==> config.mk <==
export PLATFORM = sky130hd
export DESIGN_NAME = fetch_unit
export DESIGN_NICKNAME = d
export VERILOG_FILES = /design/src/rtl/cpu_common.sv /design/src/rtl/fetch_unit.sv
export SDC_FILE = /design/constraint.sdc
export NUM_CORES = 1
export LEC_CHECK = 0
export BUFFER_PORTS_ARGS = -buffer_cell sky130_fd_sc_hd__buf_2
export CAP_MARGIN = 20
export CORE_ASPECT_RATIO = 1.25
export CORE_MARGIN = 4
export CORE_UTILIZATION = 48
export CTS_BUF_LIST = sky130_fd_sc_hd__clkbuf_16
export DETAILED_ROUTE_END_ITERATION = 8
export PLACE_DENSITY = 0.88
export SYNTH_ARGS = -nofsm -noshare
export SYNTH_HDL_FRONTEND = slang
export SYNTH_SLANG_ARGS = --single-unit
==> constraint.sdc <==
create_clock -name clk -period 2.4 [get_ports clk]
set_input_delay 0.24 -clock clk [delete_from_list [all_inputs] [get_ports clk]]
set_output_delay 0.24 -clock clk [all_outputs]
set_load 0.05 [all_outputs]
==> src/rtl/cpu_common.sv <==
// cpu_common: shared CPU enums and constants for the fetch path
package cpu_common;
  typedef enum logic [1:0] {
    FETCH_NOP     = 2'd0,
    FETCH_INC_PC  = 2'd1,
    FETCH_LOAD_PC = 2'd2
  } fetch_operation_t;
  typedef enum logic [1:0] {REQ0, RD0, RD1, DONE} fetch_state_t;
  localparam int LONG_BIT_DEFAULT = 15;
endpackage

==> src/rtl/fetch_unit.sv <==
// fetch_unit: owns the PC, fetches 1- or 2-word instructions and holds them for decode
module fetch_unit
  import cpu_common::*;
#(
  parameter int ADDR_W = 13,
  parameter int DATA_W = 16,
  parameter logic [ADDR_W-1:0] RESET_PC = '0,
  parameter int LONG_BIT = LONG_BIT_DEFAULT
) (
  input  logic              clk,
  input  logic              rst_async,
  input  fetch_operation_t  fetch_operation,
  input  logic [ADDR_W-1:0] pc_load_value,
  output logic              fetch_complete,
  output logic [DATA_W-1:0] inst_word0,
  output logic [DATA_W-1:0] inst_word1,
  output logic              inst_long,
  output logic [ADDR_W-1:0] pc,
  output logic [ADDR_W-1:0] pc_next,
  output logic [ADDR_W-1:0] imem_addr,
  output logic              imem_rd_en,
  input  logic [DATA_W-1:0] imem_rdata
);
  fetch_state_t state_q, state_d;
  logic [ADDR_W-1:0] pc_q, pc_d;
  logic [DATA_W-1:0] w0_q, w0_d, w1_q, w1_d;
  logic long_q, long_d;
  logic rd_long;
  assign rd_long = imem_rdata[LONG_BIT];
  assign pc_next = pc_q + (long_q ? ADDR_W'(2) : ADDR_W'(1));
  assign pc = pc_q;
  assign inst_word0 = w0_q;
  assign inst_word1 = w1_q;
  assign inst_long = long_q;
  assign fetch_complete = state_q == DONE;
  // memory strobes are combinational from state, so they are forced quiet while reset is held
  assign imem_rd_en = !rst_async && (state_q == REQ0 || (state_q == RD0 && rd_long));
  assign imem_addr = rst_async ? '0 : (state_q == RD0 ? pc_q + ADDR_W'(1) : pc_q);
  always_comb begin
    state_d = state_q;
    pc_d = pc_q;
    w0_d = w0_q;
    w1_d = w1_q;
    long_d = long_q;
    case (state_q)
      REQ0: state_d = RD0;
      RD0: begin
        w0_d = imem_rdata;
        long_d = rd_long;
        state_d = rd_long ? RD1 : DONE;
      end
      RD1: begin
        w1_d = imem_rdata;
        state_d = DONE;
      end
      DONE: begin
        pc_d = fetch_operation == FETCH_INC_PC ? pc_next :
               fetch_operation == FETCH_LOAD_PC ? pc_load_value : pc_q;
        state_d = fetch_operation inside {FETCH_INC_PC, FETCH_LOAD_PC} ? REQ0 : DONE;
      end
    endcase
  end
  always_ff @(posedge clk or posedge rst_async) begin
    if (rst_async) begin
      state_q <= REQ0;
      pc_q <= RESET_PC;
      w0_q <= '0;
      w1_q <= '0;
      long_q <= 1'b0;
    end else begin
      state_q <= state_d;
      pc_q <= pc_d;
      w0_q <= w0_d;
      w1_q <= w1_d;
      long_q <= long_d;
    end
  end
  a_cmd_only_in_done: assert property (@(posedge clk) disable iff (rst_async)
    state_q != DONE |-> !(fetch_operation inside {FETCH_INC_PC, FETCH_LOAD_PC}))
    else $warning("fetch command ignored outside DONE");
endmodule

Word level (Yosys, flattened, before mapping)
Cells that the tools add are included.
Storage, ports and cells
  bits in read-only memories: 0
  word-level logic and storage cells: 27
  RAM bits: 0
  bits in latches: 0
  bits in registers: 48
  bits of input ports: 33
  memories: 0
Cells by class
  $lt $le $gt $ge: 0
  multiplexer cells: 8
  reduce and logical (&&, ||, !) cells: 7
  shift-type cells: 0
  bitwise logic cells: 0
  $add $sub $neg: 2
  divide/modulo/power cells: 0
  multipliers: 0
  equality and inequality tests: 5
Operator list (number)
  2-to-1 mux 13 bit: 4
  adder 13 x 1 -> 13 bit (second input constant): 1
  adder 13 x 2 -> 13 bit: 1
  case mux 2 bit (4 select lines): 1
  == test 2 bit (second input constant): 3
  == test 2 x 1 -> 1 bit (second input constant): 2
  2-to-1 mux 2 bit: 2
  logical AND 1 bit: 2
  zero test 2 bit: 1
  AND reduction 2 bit: 1
  nonzero test 2 bit: 1
  zero test 1 bit: 1
  logical OR 1 bit: 1
  2-to-1 mux 1 bit: 1

Logic depth before layout (Yosys ltp)
  depth after elaboration: 4
  gate-level depth with buffers: 9
  mapped depth without buffers: 8

Worst setup path after synthesis
Ideal clock, no wire load.
  path type: register -> output
  start: reg pc_q[0] (netlist: pc[0])
  end: out pc_next[10]
  arrival time: 2.892 ns
  path buffers: 1
  cell stages (with the launch flop): 8
  setup slack: -0.732 ns
  cell sequence: dfrtp_1 > ha_1 > inv_1 > fa_1 > nand3b_1 > buf_2 > nor3_1 > xor2_1
On the way
  word-level cells in the longest chain between the ends: 1
Ends and longest elaborated chain
  start, declared: RTL line fetch_unit.sv:25  | logic [ADDR_W-1:0] pc_q, pc_d;
  start signal, assigned: RTL line fetch_unit.sv:72  | pc_q <= pc_d;
  adder 13 x 2 -> 13 bit: RTL line fetch_unit.sv:30  | assign pc_next = pc_q + (long_q ? ADDR_W'(2) : ADDR_W'(1));
  end, declared: RTL line fetch_unit.sv:19  | output logic [ADDR_W-1:0] pc_next,
Every way passes these cells.

==> run metrics <==
outcome complete, but fails checks; failing checks negative setup slack; Worst-path clk slew ~60 ps; #FFs+latches synth 47; fmax just over 400 MHz; slowest CP cell dfrtp_2; fin crit share 102%; adder-cell share of the synthesized area 2.66%; CP peak stage delay 410 ps; Distinct cells, synth 37; Final #Nets 443; Initial Util 50.9%; DR vias about 2500; row count 29; largest family of logic cells by synthesized area simple AND/OR/NAND/NOR gates; Synth Area in Simple Gates 22.1%; routed len/inst about 16 µm; synthesized area 2640 µm²; Area growth, synth to finish 41.1%; # clock sinks 47; total CTS buffers 5; final WL 7260 µm; Crit. End Element primary output; setup ws final -60.0 ps; leading area contributor after synthesis dfrtp_1; post-DP HPWL approximately 5300 µm; DRC viols 0; first-pass GRT wire length 11600 µm; Top Ports 107; Seq/Total Area, Yosys 44.6%; critical path fanouts, max 5; final hold vios 0; CP Launch Type register; dpl cells 453; GP Congestion between 0.8 and 0.9; layout cell share with drive strength beyond 1 46.8%; H-tree depth 2; Detailed Route Iter0 Violations 80; Detail Route Antenna Nets 0; cell family with most CP delay buffers and inverters; Worst path depth 10; routed vias/inst 5.41; final setup fails 4; Syn. warnings 0; Synth Area in Compound Gates 9.82%; Worst Reg2Reg Path Length in Cells 10; mux share of post-synthesis cell area between 7 and 8%; Hold Crit Class in2async; Core ar. 5190 µm²; CTS tree built; Final Util 71.7%; Mapped Nets ~330; CP dominant cell by count buf_6; Die Area roughly 6800 µm²; Post-DP Area between 3000 and 4000 µm²; Clock Latency Late Sink about 280 ps; RSZ-0062 raised after global routing true; Fin Hold WS 133 ps; Final min period approximately 2500 ps; pin count of the biggest net entering global routing 25; die width 74.3 µm; synthesized area per cell between 9 and 10 µm²; Max clock buf depth 2; Slew Limit Headroom roughly 56%; Worst EP required 2160 ps; CP Buf/Inv Count 5; Synth top area share ~45%; ant diodes 0; register area between 1000 and 1500 µm²; initial antenna violation count 0; synth top area cells dfrtp_1 (45%), nand2_1 (9.0%), mux2_2 (6.8%), xnor2_1 (4.0%), a21oi_1 (3.6%); max-cap viol count 0; synthesized-area fraction occupied by xor and xnor cells 6.97%; drt pass-1 iters 5; CTS Root Cell clkbuf_16; buffers added on ports 106; Tot GR Track Use 21.7%; fill count 389; design area 3720 µm²; GR Overflow Total 0; Final Max Slew Viols 0; CP Class reg2out; crit-path cells inv_2 -> ha_4 -> inv_2 -> fa_2 -> nand3b_1 -> buf_6 -> buf_6 -> nor2_4 -> xor2_4 -> buf_6; Clock Skew 5.70 ps; footprint of the multi-input gates 1470 µm²; Layout Cells excl Fill 468; CP arrival 2220 ps; Synth Instances 287; vias in the first global route around 2500; Die H 90.9 µm; Tightest Pin Transition 657 ps
==> synthesized netlist by cell type, drive strengths merged <==
library cell / count
and3: 3
nand3: 2
clkbuf: 10
fa: 1
ha: 4
o22ai: 2
o32ai: 3
nor4: 4
or3: 2
nand2: 64
nor2: 18
nand4: 4
xnor2: 12
nor2b: 2
a2bb2oi: 1
nand4b: 4
and2: 1
and3b: 1
a31oi: 2
nand3b: 4
o211ai: 3
inv: 8
o21a: 1
xor2: 9
mux2: 16
nor3: 8
dfrtp: 47
buf: 16
mux2i: 2
o22a: 3
o21ai: 8
a21oi: 19
a211oi: 1
nand2b: 2
==> routing by layer <==
metal | track usage [%] | wire [µm] | up-vias
li1 | - | - | 1197
met1 | 25.9 | 2830 | 1204
met2 | 37.5 | 3680 | 119
met3 | 6.01 | 620 | 14
met4 | 6.23 | 133 | 0
met5 | 0 | 0 | -
==> layout by cell type, fill, tap and decap left out, drive strengths merged, types with 4 or more instances in the layout <==
master  Yosys  layout
nand4       4       4
ha          4       4
xnor2      12      12
nand4b      4       4
dfrtp      47      47
buf        16     133
nor3        8       8
mux2       16      16
inv         8       9
clkbuf     10       9
nand2      64      64
nand3b      4       4
xor2        9       9
a21oi      19      19
o21ai       8       8
nor4        4       4
nor2       18      18
==> through the flow <==
step | TNS (ps) | worst slack, ps
floorplan | -287 | -154
global placement | -35.8 | -21.0
detailed placement | -214 | -85.5
CTS | -110 | -38.7
global route | -576 | -143
finish | -203 | -60.0
==> worst register-to-register path, stage by stage (launching register included) <==
cell      delay, ps
dfrtp_2         410
inv_2            80
ha_4            140
inv_2            30
fa_2            330
nand3b_1        190
buf_6           180
buf_6           130
buf_4           130
o32ai_1         280
a21oi_1         110
==> flip-flops by register name, indices dropped and copies added (netlist names) <==
name / flops
state_q: 2
inst_word1: 16
inst_word0: 16
pc: 13
==> repair_timing <==
action | 4_1_cts | 5_1_grt
buffers inserted | 2 | 5
setup endpoints to repair | 8 | 10
endpoints found under the hold margin | 0 | 0
hold buffers | 0 | 0
pin swaps | 5 | 2
cloned | 0 | 0
resized for setup | 18 | 10
==> area by class of cell <==
type                            instances  area share, %
Multi-Input combinational cell        206           39.5
Clock buffer                            5           3.36
Inverter                                8          0.807
Timing Repair Buffer                  137           22.1
Clock inverter                          3          0.437
Sequential cell                        47           31.7
Tap cell                               62           2.08
==> path summary, 6_finish.rpt <==
path / start / to / slack (ps)
worst max-delay path: inst_word0[15] / pc_next[6] / -60
worst min-delay path: rst_async / pc[9] / 130
worst max register to register: inst_word0[15] / pc[6] / 230
worst min register to register: inst_word0[4] / inst_word0[4] / 480
max in group asynchronous: rst_async / inst_word0[14] / 1700
min in group clk: imem_rdata[6] / inst_word0[6] / 160
==> logic make-up (layout without fill, tap and decap cells) <==
family,Yosys count,after routing
and+or+nand+nor,119,119
DFF,47,47
AOI/OAI and AO/OA,43,43
buffers and inverters,34,153
xor gates and xnor gates,21,21
muxes,18,18
adders and majority gates,5,5
Power is not shown: default switching activity piles up to over one toggle a cycle in this logic, so the estimate is an artifact.
